## src/rtl/mem_sequencer.sv

```systemverilog
// mem_sequencer
//   Multi-cycle sequencer that sits between a simple in-order core and a
//   single shared memory port. Each instruction runs as follows:
//     1. FETCH reads the instruction word at cpu_pc.
//     2. EXEC gives the core one cycle to decode it.
//     3. DATA runs an optional load/store access.
//     4. COMMIT pulses step so that the core retires the instruction.
//   Misaligned accesses and memory timeouts move the block into a FAULT
//   state. FAULT is terminal until reset.
//
// Parameters
//   TIMEOUT        wait cycles allowed for mem_ack before a bus fault (1..255)
//
// Ports
//   clock          rising-edge clock
//   reset          asynchronous active-low reset
//   cpu_pc         core program counter (fetch address)
//   cpu_load       decoded load flag for the instruction on inst
//   cpu_store      decoded store flag for the instruction on inst
//   cpu_address    core data address
//   cpu_store_data core store data
//   inst           latched instruction word
//   load_data      latched load result
//   step           commit enable; high for one cycle per instruction
//   mem_req        memory request
//   mem_we         memory write strobe
//   mem_addr       memory address
//   mem_wdata      memory write data
//   mem_rdata      memory read data, valid with mem_ack
//   mem_ack        memory completion; may arrive in the same cycle as mem_req
//   fault          sticky fault flag
//   fault_code     01 misaligned fetch, 10 misaligned data, 11 timeout
//   instret        count of retired instructions (wraps)
module mem_sequencer #(
  parameter int unsigned TIMEOUT = 255
) (
  input  logic        clock,
  input  logic        reset,
  input  logic [31:0] cpu_pc,
  input  logic        cpu_load,
  input  logic        cpu_store,
  input  logic [31:0] cpu_address,
  input  logic [31:0] cpu_store_data,
  output logic [31:0] inst,
  output logic [31:0] load_data,
  output logic        step,
  output logic        mem_req,
  output logic        mem_we,
  output logic [31:0] mem_addr,
  output logic [31:0] mem_wdata,
  input  logic [31:0] mem_rdata,
  input  logic        mem_ack,
  output logic        fault,
  output logic [1:0]  fault_code,
  output logic [31:0] instret
);

  typedef enum logic [2:0] {
    S_IDLE   = 3'd0,
    S_FETCH  = 3'd1,
    S_EXEC   = 3'd2,
    S_DATA   = 3'd3,
    S_COMMIT = 3'd4,
    S_FAULT  = 3'd5
  } state_t;

  // The last wait count that is still tolerated. If there is no ack while the
  // counter holds this value, the count reaches TIMEOUT and the block faults.
  // An ack in that same cycle still wins.
  localparam logic [7:0] TIMEOUT_LAST = 8'(TIMEOUT - 1);

  state_t      r_state;
  state_t      w_next_state;
  logic [31:0] r_inst;
  logic [31:0] r_load_data;
  logic [31:0] r_instret;
  logic [7:0]  r_wait;
  logic        r_fault;
  logic [1:0]  r_fault_code;

  logic        w_mem_req;
  logic        w_mem_we;
  logic [31:0] w_mem_addr;
  logic [31:0] w_mem_wdata;
  logic        w_step;
  logic        w_latch_inst;
  logic        w_latch_load;
  logic        w_wait_clr;
  logic        w_wait_inc;
  logic        w_fault_set;
  logic [1:0]  w_fault_code;

  // State register
  always_ff @(posedge clock or negedge reset) begin
    if (!reset) begin
      r_state <= S_IDLE;
    end else begin
      r_state <= w_next_state;
    end
  end

  // Next-state, memory bus and datapath control decode
  always_comb begin
    w_next_state = r_state;
    w_mem_req    = 1'b0;
    w_mem_we     = 1'b0;
    w_mem_addr   = 32'd0;
    w_mem_wdata  = 32'd0;
    w_step       = 1'b0;
    w_latch_inst = 1'b0;
    w_latch_load = 1'b0;
    w_wait_clr   = 1'b0;
    w_wait_inc   = 1'b0;
    w_fault_set  = 1'b0;
    w_fault_code = 2'b00;
    case (r_state)
      S_IDLE: begin
        w_next_state = S_FETCH;
        w_wait_clr   = 1'b1;
      end
      S_FETCH: begin
        if (cpu_pc[1:0] != 2'b00) begin
          // A misaligned PC never reaches the bus.
          w_next_state = S_FAULT;
          w_fault_set  = 1'b1;
          w_fault_code = 2'b01;
        end else begin
          w_mem_req  = 1'b1;
          w_mem_addr = cpu_pc;
          if (mem_ack) begin
            w_latch_inst = 1'b1;
            w_next_state = S_EXEC;
          end else if (r_wait == TIMEOUT_LAST) begin
            w_next_state = S_FAULT;
            w_fault_set  = 1'b1;
            w_fault_code = 2'b11;
          end else begin
            w_wait_inc = 1'b1;
          end
        end
      end
      S_EXEC: begin
        if (cpu_load || cpu_store) begin
          if (cpu_address[1:0] != 2'b00) begin
            w_next_state = S_FAULT;
            w_fault_set  = 1'b1;
            w_fault_code = 2'b10;
          end else begin
            w_next_state = S_DATA;
            w_wait_clr   = 1'b1;
          end
        end else begin
          w_next_state = S_COMMIT;
        end
      end
      S_DATA: begin
        w_mem_req  = 1'b1;
        w_mem_addr = cpu_address;
        w_mem_we   = cpu_store;
        if (cpu_store) begin
          w_mem_wdata = cpu_store_data;
        end else begin
          w_mem_wdata = 32'd0;
        end
        if (mem_ack) begin
          // A store takes priority on the bus, so only a pure load writes load_data.
          w_latch_load = cpu_load & ~cpu_store;
          w_next_state = S_COMMIT;
        end else if (r_wait == TIMEOUT_LAST) begin
          w_next_state = S_FAULT;
          w_fault_set  = 1'b1;
          w_fault_code = 2'b11;
        end else begin
          w_wait_inc = 1'b1;
        end
      end
      S_COMMIT: begin
        w_step       = 1'b1;
        w_next_state = S_FETCH;
        w_wait_clr   = 1'b1;
      end
      S_FAULT: begin
        w_next_state = S_FAULT;
      end
      default: begin
        w_next_state = S_IDLE;
      end
    endcase
  end

  // Latched instruction, load data, retire counter, wait counter and fault status
  always_ff @(posedge clock or negedge reset) begin
    if (!reset) begin
      r_inst       <= 32'd0;
      r_load_data  <= 32'd0;
      r_instret    <= 32'd0;
      r_wait       <= 8'd0;
      r_fault      <= 1'b0;
      r_fault_code <= 2'b00;
    end else begin
      if (w_latch_inst) begin
        r_inst <= mem_rdata;
      end
      if (w_latch_load) begin
        r_load_data <= mem_rdata;
      end
      if (w_step) begin
        r_instret <= r_instret + 32'd1;
      end
      if (w_wait_clr) begin
        r_wait <= 8'd0;
      end else if (w_wait_inc) begin
        r_wait <= r_wait + 8'd1;
      end
      if (w_fault_set) begin
        r_fault      <= 1'b1;
        r_fault_code <= w_fault_code;
      end
    end
  end

  // The bus outputs are decoded from the state register, so a reset drops
  // mem_req in the same instant that it forces IDLE.
  assign mem_req    = w_mem_req;
  assign mem_we     = w_mem_we;
  assign mem_addr   = w_mem_addr;
  assign mem_wdata  = w_mem_wdata;
  assign step       = w_step;
  assign inst       = r_inst;
  assign load_data  = r_load_data;
  assign instret    = r_instret;
  assign fault      = r_fault;
  assign fault_code = r_fault_code;

endmodule

```

## config.mk

```make
export PLATFORM = sky130hd
export DESIGN_NAME = mem_sequencer
export DESIGN_NICKNAME = d
export VERILOG_FILES = /design/src/rtl/mem_sequencer.sv
export SDC_FILE = /design/constraint.sdc
export NUM_CORES = 1
export LEC_CHECK = 0
export CAP_MARGIN = 40
export CORE_AREA = 3 3 129 131
export CTS_CLUSTER_SIZE = 14
export DETAILED_ROUTE_END_ITERATION = 10
export DIE_AREA = 0 0 132 134
export PLACE_DENSITY = 0.72
export SLEW_MARGIN = 25
export SYNTH_ARGS = -nofsm -noshare
export SYNTH_HDL_FRONTEND = slang
export SYNTH_SLANG_ARGS = --single-unit
```

## constraint.sdc

```tcl
create_clock -name clock -period 1.73 [get_ports clock]
set_input_delay 0.346 -clock clock [delete_from_list [all_inputs] [get_ports clock]]
set_output_delay 0.346 -clock clock [all_outputs]
set_load 0.005 [all_outputs]
```

======== Word level (Yosys, flattened, before mapping) ========
Index checks and enable logic that the tools add are counted.
cells by class
  $lt $le $gt $ge ......................... 0
  shift operators ......................... 0
  reductions and logical operators ........ 6
  add/sub/neg operators ................... 2
  equal/unequal tests ..................... 6
  muxes and demuxes ....................... 41
  divide/modulo/power cells ............... 0
  bitwise gates (word level) .............. 2
  multipliers ............................. 0
operators by type and width
  operator               number
  $mux 32                3
  $pmux 32 s2            1
  $add 32x1->32 const B  1
  $mux 1                 18
  $mux 3                 6
  $mux 8                 2
  $pmux 3 s5             1
  $mux 2                 5
  $add 8x1->8 const B    1
  $eq 8x8->1 const B     1
  $eq 3x2->1 const B     2
  $eq 3x3->1 const B     2
  $pmux 1 s2             3
  $pmux 2 s3             1
  $reduce_bool 2->1      3
  $eq 3x1->1 const B     1
  $logic_not 3->1        1
  $pmux 1 s3             1
  $reduce_or 2->1        1
  $and 1x1->1            1
  $logic_or 1x1->1       1
  $not 1->1              1
storage, ports and cells
  logic and storage cells ................. 64
  bits in latches ......................... 0
  bits of input ports ..................... 133
  memories ................................ 0
  output and inout port bits .............. 166
  ROM bits ................................ 0
  bits in writable memories ............... 0
  flip-flop bits (word level) ............. 110

======== Longest topological paths before layout ========
Gate-level depths: netlist of run 1.
  word-level depth ........................ 7
  depth in mapped cells ................... 9
  mapped depth without buffers ............ 6

======== Worst setup path after synthesis of run 1 ========
No wires, ideal clock.
  kind .................................... reg2reg
  from .................................... register r_state[1]
  to ...................................... register r_load_data[0], in the netlist load_data[0]
  period minus slack after synthesis ...... 1.847 ns
  data required time ...................... 1.605 ns
  path buffers ............................ 5
  cell stages (with the launch flop) ...... 10
  data arrival time ....................... 1.722 ns
  path slack .............................. -0.117 ns
  library setup time ...................... 0.125 ns
  cell sequence ........................... dfrtp_1 -> buf_6 -> nor2b_1 -> buf_6 -> and2_1 -> buf_2 -> and4b_1 -> buf_6 -> buf_6 -> mux2_4
between the ends
  longest elaborated chain between the ends .. 2
ends and longest elaborated chain
  what                      line  RTL
  start: declaration        72    state_t r_state;
  start signal: assignment  98    r_state <= w_next_state;
  $eq 3x2->1                116   case (r_state)
  $mux 1                    116
  end signal: assignment    205   r_load_data <= mem_rdata;
  end: declaration          75    logic [31:0] r_load_data;
Every way passes these cells.
A chain may end at the register's enable or synchronous reset.

======== Worst setup path in the final report of run 1 ========
  from .................................... register r_state[2]
  to ...................................... output port mem_addr[18]
between the ends
  longest elaborated chain between the ends .. 2
  elaborated cells on any way between the ends .. 3
  classes of those cells .................. 2 x eq/ne; 1 x mux
ends and longest elaborated chain
  what                                             line  RTL
  $eq 3x2->1 / $eq 3x1->1 (equally long branches)  116
  $pmux 32 s2 *                                    116
  end: declaration                                 49    output logic [31:0] mem_addr,
Every way passes the cells marked *; elsewhere a longest branch is shown, timed or not.

==> results of run 1 <==
state kept, by name, indices dropped and copies added, names as in the netlist:
register,cells
fault_code,2
r_state,3
instret,32
fault,1
load_data,32
inst,32
r_wait,8
per-stage QoR:
| step | hold slack (ns) | setup slack, ns |
|---|---|---|
| 6_report | 0.485 | -0.498 |
| 5_1_grt | 0.510 | -0.539 |
| 4_1_cts | 0.484 | -0.463 |
| 3_5_place_dp | 0.326 | -0.733 |
| 3_3_place_gp | 0.316 | -0.699 |
| 2_1_floorplan | 0.0504 | -0.102 |
cell usage in the layout, fill, tap and decap left out, types with 6 or more instances in the layout:
cell type        Yosys  layout
nand2_1             26      22
mux2_4              30      34
nor4_4               0       6
inv_1                7       6
buf_6                7      70
a22o_1              30      30
dfrtp_1            110     105
and2_4               0      32
nor3_4               0       8
clkdlybuf4s50_1      0     220
a21oi_1              7       7
dlymetal6s2s_1       0       8
xnor2_1             14      13
and2_1              37       6
mux2_2              32      31
buf_12               0      12
xor2_1              17      17
buf_4                0      54
nand3_1             11       6
o21ai_0              7       7
buf_2                3      33
nor2_1              10       6
nand4_1             11      11
clkbuf_16            0      10
buf_16               0       8
repair_timing:
item	CTS	global route
pin swaps	40	50
cloned	15	1
resized for setup	368	106
buffers inserted	36	18
endpoints found under the hold margin	30	0
hold buffers	1	0
setup endpoints to repair	146	181
routing by layer:
metal | vias up | wire length (um) | part of all wire | global-route usage
li1 | 2384 | - | - | -
met1 | 2610 | 7460 | 0.34 | 0.237
met2 | 260 | 12000 | 0.55 | 0.452
met3 | 61 | 1410 | 0.064 | 0.0604
met4 | 0 | 1010 | 0.046 | 0.104
met5 | - | 0 | 0 | 0
logic make-up after synthesis:
logic type | share of synthesized area
fa+ha+maj | 0.00695
xor+xnor | 0.0503
simple gates | 0.161
compound gates | 0.0753
buf+inv | 0.0329
flops | 0.510
mux | 0.164
area by class of cell:
| cell class | instances | share of cell area |
|---|---|---|
| clock buffer | 9 | 0.0215 |
| clock inverter | 7 | 0.00945 |
| inverter | 7 | 0.00251 |
| multi-input combinational | 298 | 0.276 |
| sequential | 110 | 0.264 |
| tap | 216 | 0.0258 |
| timing repair buffer | 410 | 0.401 |
power by group through the flow:
stage               logic, mW  clock network (mW)  registers [mW]
finish                   1.10                2.23            2.91
global route             1.18                2.37            2.93
floorplan               0.199                   0            2.94
detailed placement       1.08                   0            2.95
CTS                      1.09                2.28            2.90
global placement         1.06                   0            2.93
cells in the mapped netlist, types with 7 or more instances:
cell type,number
a21oi_1,7
a22o_1,30
and2_1,37
and3_1,7
buf_6,7
clkbuf_1,12
dfrtp_1,110
inv_1,7
mux2_2,32
mux2_4,30
nand2_1,26
nand3_1,11
nand4_1,11
nor2_1,10
nor3_2,8
o21ai_0,7
xnor2_1,14
xor2_1,17
path summary, 6_finish.rpt:
path                       depth (start not counted)        from       endpoint
setup / recovery                                   8  r_state[2]   mem_addr[18]
hold / removal                                     2       reset  load_data[21]
setup reg to reg                                   7  r_state[2]   load_data[2]
hold reg to reg                                    1       fault          fault
max in group asynchronous                          3       reset        inst[9]
min in group clock                                 1       fault          fault
==> impl_metrics.env, run 1 <==
export IMPL_yosysUniqueCellTypes=49
export IMPL_ir_worst_vdd_uv=487
export IMPL_path_buf_inv=5
export IMPL_required_ns=1.38
export IMPL_synth_avg_cell_area_um2=12.3
export IMPL_yosysTopAreaCell="dfrtp_1"
export IMPL_yosys_warnings=0
export IMPL_die_y_um=134
export IMPL_path_class="reg2out"
export IMPL_final_cells=1057
export IMPL_vias=5315
export IMPL_post_drt_wl_per_cell_um=20.7
export IMPL_antenna_cells=0
export IMPL_switching_share=0.230
export IMPL_portBuffers=298
export IMPL_maxSlewViolCount=0
export IMPL_final_core_util=0.665
export IMPL_rsz0062_at_grt="true"
export IMPL_worstMarginPinSlew_ns=0.537
export IMPL_crit_path_max_incr_delay_ns=0.42
export IMPL_cts_reportedPaths_clkPinSlew_ns=0.08
export IMPL_power_internal_mw=4.80
export IMPL_drtPass1Iterations=4
export IMPL_worst_r2r_setup_slack_ns=-0.30
export IMPL_drv_cap=0
export IMPL_antenna_found_initial=0
export IMPL_tns_ns=-45.31
export IMPL_failed_checks="negative setup slack"
export IMPL_fp_row_count=46
export IMPL_synthTopCellsByArea="dfrtp_1, mux2_4, mux2_2"
export IMPL_clk_path_buf_depth=2
export IMPL_relSlewSlack=0.642
export IMPL_synth_edf_count=0
export IMPL_final_nets=972
export IMPL_die_w_um=132
export IMPL_start_kind="register"
export IMPL_fillers=1130
export IMPL_cts_tree="yes"
export IMPL_max_freq_mhz=449
export IMPL_power_switching_mw=1.44
export IMPL_leakage_nw=5.03
export IMPL_cts_root_buf="clkbuf_16"
export IMPL_htreeDepth=3
export IMPL_io_pins=299
export IMPL_hpwl_um=14700
export IMPL_grt_pass1_wl_um=32500
export IMPL_cp_top_family="buffers and inverters"
export IMPL_async_flop_share=1.00
export IMPL_synthCells=440
export IMPL_final_hold_viol_count=0
export IMPL_fin_ws_ns=-0.498
export IMPL_clock_power_share=0.357
export IMPL_insertion_delay_ns=0.35
export IMPL_cp_arrival_ns=1.88
export IMPL_ys_ff_latch=110
export IMPL_outcome="finished, violations left"
export IMPL_gr_total_overflow=0
export IMPL_fin_crit_sh=1.29
export IMPL_ant_nets=0
export IMPL_multiInputGateArea_um2=2890
export IMPL_place_inst=985
export IMPL_gp_congestion=0.993
export IMPL_setup_viol_count_final=161
export IMPL_fin_skew_ns=0.0112
export IMPL_period_needed_ns=2.23
export IMPL_postPlaceCellArea_um2=9020
export IMPL_regArea_um2=2760
export IMPL_pwr_share_comb=0.177
export IMPL_die_area_um2=17700
export IMPL_crit_path_frequent_cell="buf_6"
export IMPL_synth_ff_type="dfrtp_1"
export IMPL_drt_first_iter_violations=226
export IMPL_ys_seq_area_frac=0.510
export IMPL_synth_top_cell_area_share=0.510
export IMPL_design_area_um2=10500
export IMPL_pwr_share_seq=0.466
export IMPL_cts_sinks=110
export IMPL_synth_fp_nets=576
export IMPL_end_kind="primary output"
export IMPL_vias_per_cell=5.03
export IMPL_grt_pass1_vias=5801
export IMPL_area_growth_pct=93.7
export IMPL_netlist_area_um2=5400
export IMPL_start_util=0.344
export IMPL_cp_max_fo=5
export IMPL_design_core_area_um2=15700
export IMPL_drive_gt1_frac=0.413
export IMPL_power_total_mw=6.24
export IMPL_drc=0
export IMPL_p_per_area_nw_per_um2=596
export IMPL_drt_wl_total_um=21900
export IMPL_hp_class="in2async"
export IMPL_slowest_stage="dfrtp_1"
export IMPL_path_cells="nand2b_4 > nor4_4 > buf_4 > buf_6 > buf_6 > buf_6 > a22o_1 > buf_2"
export IMPL_numCtsBuffers=9
export IMPL_grt_use_total=0.235
export IMPL_grt_start_max_net_pins=45
Power figures use the tool's default switching activity.
==> run 2, diff against run 1 <==
--- a/config.mk
+++ b/config.mk
@@ -12,6 +12,8 @@
 export DIE_AREA = 0 0 132 134
 export PLACE_DENSITY = 0.72
+export SKIP_LAST_GASP = 1
 export SLEW_MARGIN = 25
 export SYNTH_ARGS = -nofsm -noshare
 export SYNTH_HDL_FRONTEND = slang
 export SYNTH_SLANG_ARGS = --single-unit
+export TNS_END_PERCENT = 20
==> constraint.sdc (replaced) <==
create_clock -name clock -period 1.73 [get_ports clock]
set_input_delay 0.346 -clock clock [delete_from_list [all_inputs] [get_ports clock]]
set_output_delay 0.346 -clock clock [all_outputs]
set_load 0.05 [all_outputs]
==> run 2 against run 1 <==
Effect of this change: the run still ends with negative setup slack left; utilization shrank 1.9 points; die area is the same; final area shrank 2.8%; register-to-register slack is essentially flat; highest routed layer is now met5; sequential power is essentially flat; clock power shrank 11%; sequential share of layout area grew 0.92 points; final cell count shrank 4.5%.
==> impl_metrics.env, run 2 (synthesis results as in run 1) <==
export IMPL_slowest_stage="clkdlybuf4s50_1"
export IMPL_fin_crit_sh=1.27
export IMPL_rsz0062_at_grt="true"
export IMPL_grt_pass1_vias=5122
export IMPL_path_class="in2out"
export IMPL_layout_common_cells="buf_4, clkdlybuf4s50_1, dfrtp_1"
export IMPL_start_util=0.344
export IMPL_maxSlewViolCount=0
export IMPL_final_nets=924
export IMPL_design_core_area_um2=15700
export IMPL_final_cells=1009
export IMPL_ant_nets=0
export IMPL_p_per_area_nw_per_um2=642
export IMPL_vias=4895
export IMPL_die_y_um=134
export IMPL_setup_viol_count_final=144
export IMPL_area_growth_pct=88.3
export IMPL_ff2ff_path_depth=6
export IMPL_power_internal_mw=4.44
export IMPL_die_area_um2=17700
export IMPL_outcome="finished, violations left"
export IMPL_postPlaceCellArea_um2=9630
export IMPL_grt_use_total=0.216
export IMPL_fp_row_count=46
export IMPL_drv_cap=0
export IMPL_gr_total_overflow=0
export IMPL_pwr_share_seq=0.445
export IMPL_die_w_um=132
export IMPL_drc=0
export IMPL_drt_first_iter_violations=217
export IMPL_gp_congestion=0.826
export IMPL_ir_worst_vdd_uv=431
export IMPL_fin_skew_ns=0.00754
export IMPL_regArea_um2=2780
export IMPL_cts_sinks=110
export IMPL_antenna_cells=0
export IMPL_path_buf_inv=4
export IMPL_required_ns=1.38
export IMPL_crit_path_max_incr_delay_ns=0.47
export IMPL_crit_reg2reg_launch="r_state[2]"
export IMPL_power_switching_mw=2.09
export IMPL_pwr_share_comb=0.252
export IMPL_hold_ws_ns=0.0438
export IMPL_io_pins=299
export IMPL_hpwl_um=15400
export IMPL_ctsHoldBuffers=0
export IMPL_drtPass1Iterations=4
export IMPL_end_kind="primary output"
export IMPL_relSlewSlack=0.585
export IMPL_start_kind="input pin"
export IMPL_fin_ws_ns=-0.465
export IMPL_worstMarginPinSlew_ns=0.622
export IMPL_cp_arrival_ns=1.85
export IMPL_clk_path_buf_depth=2
export IMPL_clock_power_share=0.303
export IMPL_reg2reg_to="load_data[5]"
export IMPL_layout_commonest_cell="buf_4"
export IMPL_max_freq_mhz=456
export IMPL_htreeDepth=3
export IMPL_antenna_found_initial=1
export IMPL_period_needed_ns=2.19
export IMPL_portBuffers=298
export IMPL_tns_ns=-40.05
export IMPL_place_inst=984
export IMPL_worst_r2r_setup_slack_ns=-0.29
export IMPL_drive_gt1_frac=0.516
export IMPL_final_hold_viol_count=0
export IMPL_cp_max_fo=7
export IMPL_multiInputGateArea_um2=2730
export IMPL_post_drt_wl_per_cell_um=19.8
export IMPL_fillers=1190
export IMPL_switching_share=0.320
export IMPL_numCtsBuffers=9
export IMPL_drt_wl_total_um=20000
export IMPL_cts_root_buf="clkbuf_16"
export IMPL_path_cells="clkdlybuf4s50_1 > nor4_4 > buf_4 > buf_6 > a22o_2 > buf_12"
export IMPL_grt_pass1_wl_um=30200
export IMPL_design_area_um2=10200
export IMPL_hp_class="in2async"
export IMPL_cts_tree="yes"
export IMPL_failed_checks="negative setup slack"
export IMPL_cts_reportedPaths_clkPinSlew_ns=0.08
export IMPL_cp_top_family="buffers and inverters"
export IMPL_insertion_delay_ns=0.34
export IMPL_grt_start_max_net_pins=111
export IMPL_cp_startpoint="cpu_pc[0]"
export IMPL_vias_per_cell=4.85
export IMPL_leakage_nw=4.82
## run 2: cell count changes in the layout (fill, tap and decap cells not counted), moves of 30 or more
cell             before  now
buf_4                54  149
clkdlybuf4s50_1     220  130
buf_6                70    2
buf_12               12   76
buf_2                33    0
a22o_1               30    0
## run 2: power by group through the flow
stage | sequential [mW] | combinational (mW) | clock (mW)
final | 2.90 | 1.65 | 1.98
after global routing | 2.93 | 1.72 | 2.16
after CTS | 2.90 | 1.66 | 2.03
after detailed placement | 2.95 | 1.65 | 0
after global placement | 2.94 | 1.62 | 0
after floorplan | 3.58 | 0.199 | 0
## run 2: per-stage QoR
stage | worst slack, ns | power [mW] | utilization
floorplan | -0.155 | 3.78 | -
global placement | -0.392 | 4.56 | 0.613
detailed placement | -0.404 | 4.60 | 0.613
CTS | -0.440 | 6.59 | 0.642
global route | -0.516 | 6.81 | 0.647
finish | -0.465 | 6.53 | 0.647
## run 2: per-layer routing
metal	share of wire	up-vias	global-route usage
met3	0.061	16	0.0563
li1	-	2269	-
met5	0.00040	-	0
met2	0.50	172	0.364
met4	0.0090	2	0.0373
met1	0.43	2436	0.287
## run 2: worst max path at each step
stage / endpoint / slack, ns / depth (start not counted)
CTS: mem_addr[22] / -0.44 / 5
finish: mem_addr[27] / -0.46 / 6
floorplan: mem_addr[12] / -0.15 / 7
detailed placement: inst[14] / -0.40 / 6
global route: mem_addr[27] / -0.52 / 6
global placement: inst[12] / -0.39 / 6
## run 2: timing repair
item | 4_1_cts | 5_1_grt
resized for setup | 16 | 6
setup buffers | 3 | 1
endpoints found under the hold margin | 0 | 0
setup endpoints to repair | 144 | 165
gates cloned | 3 | 2
pin swaps | 0 | 1
## run 2: cell type report
class,instances,share of cell area
clock inverters,6,0.00529
clock buffers,10,0.0225
multi-input cells,298,0.268
inverters,7,0.00259
well taps,216,0.0266
repair buffers,362,0.402
flip-flops and latches,110,0.273
